===== config.mk =====
export PLATFORM = sky130hd
export DESIGN_NAME = z16_fetch_unit_flat
export DESIGN_NICKNAME = d
export VERILOG_FILES = /design/src/rtl/z16_fetch_unit_if.sv /design/src/rtl/z16_fetch_unit.sv /design/src/flat_wrapper.sv
export SDC_FILE = /design/constraint.sdc
export NUM_CORES = 1
export LEC_CHECK = 0
export BUFFER_PORTS_ARGS = -buffer_cell sky130_fd_sc_hd__buf_2
export CAP_MARGIN = 20
export CORE_MARGIN = 5
export CORE_UTILIZATION = 50
export CTS_CLUSTER_DIAMETER = 200
export CTS_CLUSTER_SIZE = 14
export DETAILED_ROUTE_END_ITERATION = 16
export PLACE_DENSITY = 0.92
export SYNTH_ARGS = -nofsm -noshare
export SYNTH_HDL_FRONTEND = slang
export SYNTH_SLANG_ARGS = --single-unit

===== constraint.sdc =====
create_clock -name i_clk -period 3 [get_ports i_clk]
set_input_delay 0 -clock i_clk [delete_from_list [all_inputs] [get_ports i_clk]]
set_output_delay 0 -clock i_clk [all_outputs]
set_load 0.05 [all_outputs]

===== src/rtl/z16_fetch_unit_if.sv =====
// Fetch-stage bus: instruction memory address/data, decode handshake and
// execute redirect. master = fetch unit side, slave = environment side.
interface z16_fetch_unit_if;
   logic [15:0] o_imem_addr;
   logic [15:0] i_imem_instr;
   logic        i_jump_en;
   logic [15:0] i_jump_addr;
   logic        o_valid;
   logic        i_ready;
   logic [15:0] o_instr;
   logic [15:0] o_pc;
   logic        o_halted;

   modport master (
      output o_imem_addr, o_valid, o_instr, o_pc, o_halted,
      input  i_imem_instr, i_jump_en, i_jump_addr, i_ready
   );

   modport slave (
      input  o_imem_addr, o_valid, o_instr, o_pc, o_halted,
      output i_imem_instr, i_jump_en, i_jump_addr, i_ready
   );
endinterface


===== src/rtl/z16_fetch_unit.sv =====
// Z16 fetch stage: owns the PC, addresses instruction memory and registers the
// returned word into the fetch/decode latch. Optional halt-on-zero: Z16_FETCH_HALT_EN.
module z16_fetch_unit #(
   parameter logic [15:0] RESET_PC = 16'h0000
) (
   input logic              i_clk,
   input logic              i_rst_n,
   z16_fetch_unit_if.master bus
);
   localparam logic [15:0] START_PC = RESET_PC & 16'hFFFE;

   logic [15:0] pc;
   logic        valid_q;
   logic [15:0] instr_q;
   logic [15:0] pc_q;
   logic        advance;
   logic        running;
   logic        halt_word;

`ifdef Z16_FETCH_HALT_EN
   typedef enum logic {RUN = 1'b0, HALT = 1'b1} state_t;
   state_t state;

   assign running      = (state == RUN);
   assign halt_word    = (bus.i_imem_instr == 16'h0000);
   assign bus.o_halted = (state == HALT);
`else
   assign running      = 1'b1;
   assign halt_word    = 1'b0;
   assign bus.o_halted = 1'b0;
`endif

   // Latch is free when empty or being drained by decode this cycle.
   assign advance = !valid_q || bus.i_ready;

   assign bus.o_imem_addr = pc;
   assign bus.o_valid     = valid_q;
   assign bus.o_instr     = instr_q;
   assign bus.o_pc        = pc_q;

   // NOTE: sequential state uses non-blocking assignments so every register
   // samples pre-edge values; reset is synchronous, tested inside the clocked block.
   always_ff @(posedge i_clk) begin
      if (!i_rst_n) begin
         pc      <= START_PC;
         valid_q <= 1'b0;
         instr_q <= 16'h0000;
         pc_q    <= 16'h0000;
`ifdef Z16_FETCH_HALT_EN
         state   <= RUN;
`endif
      end else if (running) begin
         if (bus.i_jump_en) begin
            // Redirect flushes the latch whether or not decode took the word.
            pc      <= bus.i_jump_addr & 16'hFFFE;
            valid_q <= 1'b0;
         end else if (advance && halt_word) begin
            valid_q <= 1'b0;
`ifdef Z16_FETCH_HALT_EN
            state   <= HALT;
`endif
         end else if (advance) begin
            instr_q <= bus.i_imem_instr;
            pc_q    <= pc;
            valid_q <= 1'b1;
            pc      <= pc + 16'd2;
         end
      end
   end
endmodule


===== src/flat_wrapper.sv =====
// flat-port wrapper written by rule: the top's interface ports become plain ports
module z16_fetch_unit_flat 
#(
   parameter logic [15:0] RESET_PC = 16'h0000
)
  (i_clk, i_rst_n, bus_o_imem_addr, bus_o_valid, bus_o_instr, bus_o_pc, bus_o_halted, bus_i_imem_instr, bus_i_jump_en, bus_i_jump_addr, bus_i_ready);
  z16_fetch_unit_if bus_i ();
  input logic i_clk;
  input logic i_rst_n;
  output wire logic [$bits(bus_i.o_imem_addr)-1:0] bus_o_imem_addr;
  output wire logic [$bits(bus_i.o_valid)-1:0] bus_o_valid;
  output wire logic [$bits(bus_i.o_instr)-1:0] bus_o_instr;
  output wire logic [$bits(bus_i.o_pc)-1:0] bus_o_pc;
  output wire logic [$bits(bus_i.o_halted)-1:0] bus_o_halted;
  input wire logic [$bits(bus_i.i_imem_instr)-1:0] bus_i_imem_instr;
  input wire logic [$bits(bus_i.i_jump_en)-1:0] bus_i_jump_en;
  input wire logic [$bits(bus_i.i_jump_addr)-1:0] bus_i_jump_addr;
  input wire logic [$bits(bus_i.i_ready)-1:0] bus_i_ready;
  assign bus_o_imem_addr = bus_i.o_imem_addr;
  assign bus_o_valid = bus_i.o_valid;
  assign bus_o_instr = bus_i.o_instr;
  assign bus_o_pc = bus_i.o_pc;
  assign bus_o_halted = bus_i.o_halted;
  assign bus_i.i_imem_instr = bus_i_imem_instr;
  assign bus_i.i_jump_en = bus_i_jump_en;
  assign bus_i.i_jump_addr = bus_i_jump_addr;
  assign bus_i.i_ready = bus_i_ready;
  z16_fetch_unit #(.RESET_PC(RESET_PC)) u_core (.i_clk(i_clk), .i_rst_n(i_rst_n), .bus(bus_i));
endmodule

# --- After elaboration in Yosys (flattened, before gate mapping) ---
# Index checks and enable logic that the tools add are counted.
totals:
  register_bits: 49
  in_bits: 36
  elab_cells: 15
op_classes:
  addsub: 1
  muxes: 2
  bitwise: 2
  n_reduce_logical: 5
ops:
  columns: ["op", "n"]
  rows:
  - ["$mux W16", 2]
  - ["$add A16 B2 Y16 const B", 1]
  - ["$not A1 Y1", 2]
  - ["$reduce_and A2 Y1", 1]
  - ["$reduce_bool A2 Y1", 1]
  - ["$reduce_or A2 Y1", 1]
  - ["$logic_not A1 Y1", 1]
  - ["$logic_or A1 B1 Y1", 1]

# --- Longest topological paths before layout ---
# Gate-level depths: netlist of the first run.
depth:
  depth_word: 4
  mapped_depth: 6

# --- Worst setup path before layout of the first run ---
# No wires, ideal clock.
synth_timing:
  path_kind: "flip-flop to flip-flop"
  from: "register u_core.pc[1] (netlist: u_core.bus.o_imem_addr[1])"
  to: "register u_core.pc[9] (netlist: u_core.bus.o_imem_addr[9])"
  setup_time_ns: 0.132
  arrival_time_ns: 1.585
  required_time_ns: 2.868
  path_slack_ns: 1.282
  path_stages_with_launch: 6
  synth_period_minus_slack_ns: 1.718
  cell_sequence: "dfxtp_1 -> ha_1 -> inv_1 -> nor4_2 -> xnor2_1 -> a21oi_1"
synth_between:
  elab_chain_len: 3
synth_rtl:
  columns: ["item", "line", "text"]
  rows:
  - ["start: declaration", "z16_fetch_unit.sv:12", "logic [15:0] pc;"]
  - ["start signal: assignment", "z16_fetch_unit.sv:55", "pc <= bus.i_jump_addr & 16'hFFFE;"]
  - ["start signal: assignment", "z16_fetch_unit.sv:66", "pc <= pc + 16'd2;"]
  - ["$add A16 B2 Y16", "z16_fetch_unit.sv:66", null]
  - ["$mux W16", "z16_fetch_unit.sv:62", "end else if (advance) begin"]
  - ["$mux W16", "z16_fetch_unit.sv:53", "if (bus.i_jump_en) begin"]
# No other way between the ends. The select of a mux whose other input is x is not followed.
# A chain may end at the register's enable or synchronous reset.

# --- Final worst setup path of the first run ---
layout_timing:
  from: "register u_core.valid_q (netlist: u_core.bus.o_valid)"
  to: "register u_core.instr_q[1] (netlist: u_core.bus.o_instr[1])"
layout_between:
  elab_chain_len: 3
layout_rtl:
  columns: ["item", "line", "text"]
  rows:
  - ["start: declaration", "z16_fetch_unit.sv:13", "logic valid_q;"]
  - ["start signal: assignment", "z16_fetch_unit.sv:46", "valid_q <= 1'b0;"]
  - ["start signal: assignment", "z16_fetch_unit.sv:56", "valid_q <= 1'b0;"]
  - ["start signal: assignment", "z16_fetch_unit.sv:58", "valid_q <= 1'b0;"]
  - ["$logic_not A1 Y1", "z16_fetch_unit.sv:34", "assign advance = !valid_q || bus.i_ready;"]
  - ["$logic_or A1 B1 Y1", "z16_fetch_unit.sv:34", null]
  - ["$reduce_and A2 Y1 (no source line)", null, null]
  - ["end signal: assignment", "z16_fetch_unit.sv:63", "instr_q <= bus.i_imem_instr;"]
  - ["end: declaration", "z16_fetch_unit.sv:14", "logic [15:0] instr_q;"]
# No other way between the ends.

==> results of run 1 <==
## routing by layer
metal / up-vias / track usage (%)
met2: 70 / 36.2
met1: 915 / 24.5
li1: 1011 / -
met3: 6 / 4.59
met4: 0 / 4.94
met5: - / 0
## worst max path at each step
stage               cells after the start                 startpoint                   endpoint  slack (ns)
finish                                  4         u_core.bus.o_valid      u_core.bus.o_instr[1]        1.11
CTS                                     4         u_core.bus.o_valid     u_core.bus.o_instr[15]        1.15
global route                            4         u_core.bus.o_valid      u_core.bus.o_instr[1]        0.88
floorplan                               5  u_core.bus.o_imem_addr[1]  u_core.bus.o_imem_addr[9]        1.28
global placement                        4         u_core.bus.o_valid      u_core.bus.o_instr[5]        1.20
detailed placement                      4         u_core.bus.o_valid     u_core.bus.o_instr[15]        1.15
## registers in the layout (all words and copies together), names as in the netlist
signal and count:
u_core.bus.o_instr 16, u_core.bus.o_imem_addr 15, u_core.bus.o_pc 15, u_core.bus.o_valid 1
## critical path, cell delays in order (launching register included)
cell	delay (ns)
dfxtp_1	0.35
nand2b_1	0.26
nand2_1	0.87
nand2_1	0.16
a21boi_1	0.19
## where the power goes
part / switching [mW] / internal [mW]
logic: 0.221 / 0.0998
clock network: 0.199 / 0.164
registers: 0.0348 / 0.659
## synth_stat cells, drive strengths merged
cell type	number	area share [%]
a21boi	31	11
a21oi	6	1.4
a31o	2	0.84
a31oi	2	0.60
and2	4	1.2
and3	1	0.30
and4bb	1	0.60
buf	4	1.3
clkbuf	13	2.3
conb	1	0.18
dfxtp	47	45
ha	1	0.60
inv	4	0.72
mux2i	1	0.48
nand2	74	13
nand2b	5	1.5
nand3	4	0.96
nand4	6	2.5
nor2	3	0.54
nor2b	2	0.60
nor3	1	0.24
nor4	5	3.0
o211a	2	0.96
o21ai	15	3.6
o2bb2ai	1	0.72
xnor2	10	4.2
xor2	2	0.84
## logic make-up after synthesis
group	count (synthesis)
XOR/XNOR	12
flip-flops	47
other	1
buffers and inverters	21
AND/OR/NAND/NOR	106
adder cells (fa/ha/maj)	1
multiplexers	1
AO/OA/AOI/OAI	59
## final cells by class
type	count	area share (%)
Sequential cell	47	33.8
Tap cell	50	2.25
Clock buffer	7	2.74
Multi-Input combinational cell	182	38.1
Inverter	4	0.539
Timing Repair Buffer	103	22.4
Clock inverter	1	0.180
## timing repair
item                      in CTS  in global routing
hold buffers                  21                  0
setup buffers                  0                  0
hold endpoints to repair      21                  0
## per-stage QoR
stage	area, sq um	util, %	total power, mW
6_report	2780	69.1	1.38
5_1_grt	2780	69.1	1.44
4_1_cts	2780	69.1	1.39
3_5_place_dp	2490	61.9	1.01
3_3_place_gp	2490	61.9	0.998
2_1_floorplan	2090	-	0.927
==> results.md, run 1 <==
* Status: finished, final reports clean
* Clock transition at the registers of the reported paths at 0.08 ns
* Aggregate global routing overflow at 0
* Worst-case clock buffer depth at 2
* FF/Latch Area at 941 sq um
* Synth Area in Simple Gates at 24.8%
* Mean post-synth cell area at 8.40 sq um
* Vias at 2002
* Ports at 86
* Fin cells at 394
* Met2 wire length at 2.81 mm
* Final hold violation count at 0
* Initial core utilization at 51.7%
* Tmin final at 1.89 ns
* R2r worst-path depth at 4
* Relative slew slack at 31.0%
* Crit start category: flop
* Clk sink count at 47
* Die height at 74.6 microns
* Post-synthesis compound-gate area fraction at 19.3%
* Worst path arrival time at 2.12 ns
* Metal1 wirelength at 2.28 mm
* Reg2reg setup slack at 1.11 ns
* # H-tree levels at 2
* Setup CP Type: flop to flop
* Top sig layer: met4
* WHS Endpoint: u_core.bus.o_imem_addr[8]
* Setup_tns at 0 ns
* N_diodes at 0
* Layout cells sized above 1 at 28.2%
* Hold_ws at 0.00685 ns
* Post-cts sizing count at 0
* Fmax at 528 MHz
* Pwr Density at 495 mW/mm^2
* HPWL Detailed at 3.58 mm
* First-pass GRT wire length at 8.69 mm
* Max-cap violations at 0
* Area delta synth->final at 33.6%
* CP endpoint kind: flop
* Yosys reg bits at 47
* Most common cell after layout, fill and taps aside: buf_2
* WL final at 5.57 mm
* Synth Area in XOR/XNOR at 5.05%
* Dpl cells at 365
* Skew final at 0.00241 ns
* FF-to-FF Start: u_core.bus.o_valid
* Post-synthesis mux area share at 0.480%
* Port Buffer Count at 81
* Critical path required time at 3.23 ns
* Peak VDD IR at 0.000349 V
* CTS buffer count at 5
* Clock latency on the worst-skew pair at 0.30 ns
* Core ar. at 0.00403 sq mm
* Crit-path max FO at 31
* Most frequent cells in the layout: buf_2 (81), nand2_1 (74), dfxtp_1 (47)
* Multi-input logic area at 0.00106 sq mm
* Filler cell count at 324
* Hold_sp: bus_i_jump_addr[8]
* TritonCTS clock tree: done
* Synth Area in Adders at 0.601%
* Final Setup Violations at 0
* Initial antenna violation count at 0
* Die W at 74.6 microns
* DR WL/cell at 14.1 microns
* Vias in the first global route at 1890
* Synth Cell Area at 0.00208 sq mm
* Part of the cycle the worst path needs at 63.1%
* Ys Warns at 0
* Antenna viol nets, final at 0
* Die area at 0.00556 sq mm
* Post-route setup slack at 1.11 ns
* RSZ-0062 raised after global routing: false
* Gate Count Post-Synth at 248
* Fin. max-slew vios at 0
* Hold path depth at 3
* Synth cell types at 31
* Routed vias/inst at 5.08
* Seq/Total Area, Yosys at 45.2%
* Leak at 1.24 nW
* Reg2reg end: u_core.bus.o_instr[1]
* Pre-antenna DRT Iters at 4
* Worst-Margin Slew at 1.03 ns
* Root Buffer: clkbuf_8
* Row count at 23
* Nets at 380
* DRC Markers at 0
* Largest family of logic cells by synthesized area: simple AND/OR/NAND/NOR gates
* WL met3 at 415 microns
* Gr usage total at 20.2%
* Placer Congestion at 0.828
* Min-Delay Path Class: input pin to flop
* Dpl ws at 1.15 ns
* Initial drt markers at 75
* Largest net degree at the start of global routing at 48
No activity file was read; power rests on OpenSTA's default activity.
==> run 2: changes to the inputs <==
ABC_AREA = 1   (was default)
CORE_UTILIZATION = 43   (was 50)
PLACE_DENSITY = 0.84   (was 0.92)
clock period = 1.5 ns   (was 3 ns; I/O delays follow)
==> results.md, run 2 <==
* Switching power at 1.04 mW (+130%)
* Initial drt markers at 104 (+39%)
* Critical path required time at 1.68 ns (-1.55 ns)
* Net Sw Frac at 31.9% (-1.1 points)
* EDFF count, synth at 0 (unchanged)
* Pwr Density at 1110 mW/mm^2 (+120%)
* Hold path depth at 4 (+1)
* Slowest cell delay on critical path at 0.38 ns (-0.49 ns)
* Filler cell count at 425 (+31%)
* Clk sink count at 47 (unchanged)
* Port Buffer Count at 81 (unchanged)
* DR WL/cell at 13.1 microns (-7.6%)
* Commonest cells in the netlist: nor2_1 (83), dfxtp_1 (47), nand2_1 (47), o21ai_0 (32)
* Die height at 80.6 microns (+8.1%)
* TritonCTS clock tree: done
* Routed vias/inst at 4.78 (-6.0%)
* Status: finished, final reports clean
* Hold_ws at 0.0649 ns (+0.0580 ns)
* Core ar. at 0.00479 sq mm (+19%)
* Row count at 25 (+8.7%)
* Final hold violation count at 0 (unchanged)
* Count leader, synth: nor2_1
* Die W at 80.6 microns (+8.1%)
* Crit-path max FO at 6 (-81%)
* Antenna viol nets, final at 0 (unchanged)
* Min-Delay Path Class: input pin to flop
* Vias at 2216 (+11%)
* Gate Count Post-Synth at 294 (+19%)
* CTS buffer count at 5 (unchanged)
* FF/Latch Area at 946 sq um (+0.53%)
* Critical path depth at 8 (+4)
* Ports at 86 (unchanged)
* Most common cell after layout, fill and taps aside: nor2_1
* Most frequent cells in the layout: nor2_1 (83), buf_2 (81), nand2_1 (47)
* Yosys reg bits at 47 (unchanged)
* Pre-antenna DRT Iters at 4 (unchanged)
* WL final at 6.06 mm (+8.8%)
* Slowest cell on the critical path: dfxtp_2
* Largest net degree at the start of global routing at 34 (-29%)
* Fin cells at 464 (+18%)
* Clock latency on the worst-skew pair at 0.30 ns (about the same)
* Synth async-reset ratio at 0% (unchanged)
* Top cells by area, synth: dfxtp_1 (44%), nor2_1 (15%), nand2_1 (8.2%)
* Setup CP Type: flop to flop
* R2r worst-path depth at 8 (+4)
* Crit path max-delay family: simple AND/OR/NAND/NOR gates
* Gr usage total at 20.0% (-0.27 points)
* Multi-input logic area at 0.00104 sq mm (-1.7%)
* Max reg flops at 16 (unchanged)
* Part of the cycle the worst path needs at 91.5% (+28 points)
* Max-cap violations at 0 (unchanged)
* CP bufs+invs at 0 (unchanged)
* Worst path arrival time at 1.55 ns (-0.57 ns)
* Initial antenna violation count at 0 (unchanged)
* Largest area contributor in the netlist: dfxtp_1
* Peak VDD IR at 0.000475 V (+36%)
* Fmax at 729 MHz (+38%)
* Sequential power share at 42.9% (-7.5 points)
* Comb power frac at 23.5% (+0.2 points)
* Nets at 433 (+14%)
* Pint at 2.22 mW (+140%)
* Critical path, cell by cell: ha_1 > nand2_2 > nor2_4 > nand3_1 > nand2_1 > nand2_1 > nor2_1 > nor2_1
* RSZ-0062 raised after global routing: false
* Vias in the first global route at 2116 (+12%)
* Clock power frac at 33.6% (+7.3 points)
* Mean post-synth cell area at 7.29 sq um (-13%)
* Seq/Total Area, Yosys at 43.9% (-1.3 points)
* Ys Warns at 0 (unchanged)
* Clock transition at the registers of the reported paths at 0.09 ns (about the same)
* Aggregate global routing overflow at 0 (unchanged)
* Die area at 0.00650 sq mm (+17%)
* Root Buffer: clkbuf_8
* First-pass GRT wire length at 10.1 mm (+16%)
* N_diodes at 0 (unchanged)
* Crit start category: flop
* Area delta synth->final at 37.3%
* Synth Cell Area at 0.00214 sq mm (+2.9%)
* # H-tree levels at 2 (unchanged)
* Tmin final at 1.37 ns (-0.522 ns)
* Fin. max-slew vios at 0 (unchanged)
* Setup_tns at 0 ns (unchanged)
* Final Setup Violations at 0 (unchanged)
* Dpl cells at 433 (+19%)
* CP endpoint kind: flop
* Placer Congestion at 0.871 (+5.2%)
* HPWL Detailed at 4.18 mm (+17%)
* Layout cells sized above 1 at 28.7% (+0.52 points)
* Synth cell types at 32 (+3.2%)
* DRC Markers at 0 (unchanged)
* Skew final at 0.0123 ns (+0.00985 ns)
* Initial core utilization at 44.8% (-6.9 points)
* Worst-case clock buffer depth at 2 (unchanged)
* Post-synth top area share at 43.9% (-1.3 points)
* Leak at 1.41 nW (+14%)
* Main synth FF type: dfxtp_1
-- run 2: cell types whose count changed in the layout (fill, tap and decap cells not counted), moves of 5 or more --
cell	delta
nor4_2	-5
xnor2_1	-10
a21oi_1	+6
a21boi_1	-29
nand4_1	-5
inv_1	+9
o21ai_0	+27
nand2_1	-27
nor2_1	+81
o21ai_1	-9
nand2b_1	-5
nand3_1	+6
-- run 2: area by class of cell --
type                    instances  share of cell area [%]
clock inverters                 2                    2.04
inverters                      15                    2.25
multi-input cells             218                    35.4
clock buffers                   6                    2.46
flip-flops and latches         47                    32.1
well taps                      67                    2.85
repair buffers                109                    22.9
-- run 2: worst min-delay path, stage by stage --
cell and delay [ns]:
buf_2 0.15, inv_8 0.06, nand2_1 0.05, a31oi_1 0.07
-- run 2: kinds of logic (layout without fill, tap and decap cells) --
logic type / Yosys count / in the layout / share of synthesized area (%)
adders and majority gates: 1 / 1 / 0.583
buffers and inverters: 31 / 132 / 7.82
other: 1 / 3 / 0.175
AOI/OAI and AO/OA: 58 / 58 / 15.1
and+or+nand+nor: 155 / 155 / 32.1
DFF: 47 / 47 / 43.9
xor gates and xnor gates: 1 / 1 / 0.408
-- run 2: routing by layer --
metal,part of all wire (%),vias to the layer above,global-route usage [%]
met2,48,75,33.3
met4,0.40,0,5.41
li1,-,1141,-
met5,0,-,0
met1,45,998,25.5
met3,6.2,2,5.04
-- run 2: worst paths after layout --
kind	startpoint	endpoint	slack, ns
hold / removal	bus_i_jump_en	u_core.bus.o_imem_addr[2]	0.06
setup / recovery	u_core.bus.o_imem_addr[1]	u_core.bus.o_imem_addr[15]	0.13
hold reg to reg	u_core.bus.o_instr[11]	u_core.bus.o_instr[11]	0.49
setup reg to reg	u_core.bus.o_imem_addr[1]	u_core.bus.o_imem_addr[15]	0.13
-- run 2: power by group through the flow --
stage                     Combinational, mW  Sequential, mW  Clock, mW
final                                 0.766            1.40       1.09
after global placement                0.708            1.42          0
after floorplan                       0.242            1.72          0
after CTS                             0.765            1.40       1.13
after detailed placement              0.718            1.43          0
after global routing                  0.825            1.41       1.18
-- run 2: through the flow --
step,cell area (sq um),power (mW),utilization [%],worst slack (ns)
final,2950,3.26,61.5,0.127
after detailed placement,2580,2.15,54.0,0.154
after floorplan,2160,1.97,-,0.00578
after global routing,2950,3.42,61.5,0.0199
after global placement,2580,2.13,54.0,0.216
after CTS,2950,3.29,61.5,0.140
-- run 2: repair_timing --
action	CTS	global route
endpoints found under the hold margin	23	0
buffers inserted	0	0
hold buffers	23	0
gates resized for setup	0	0
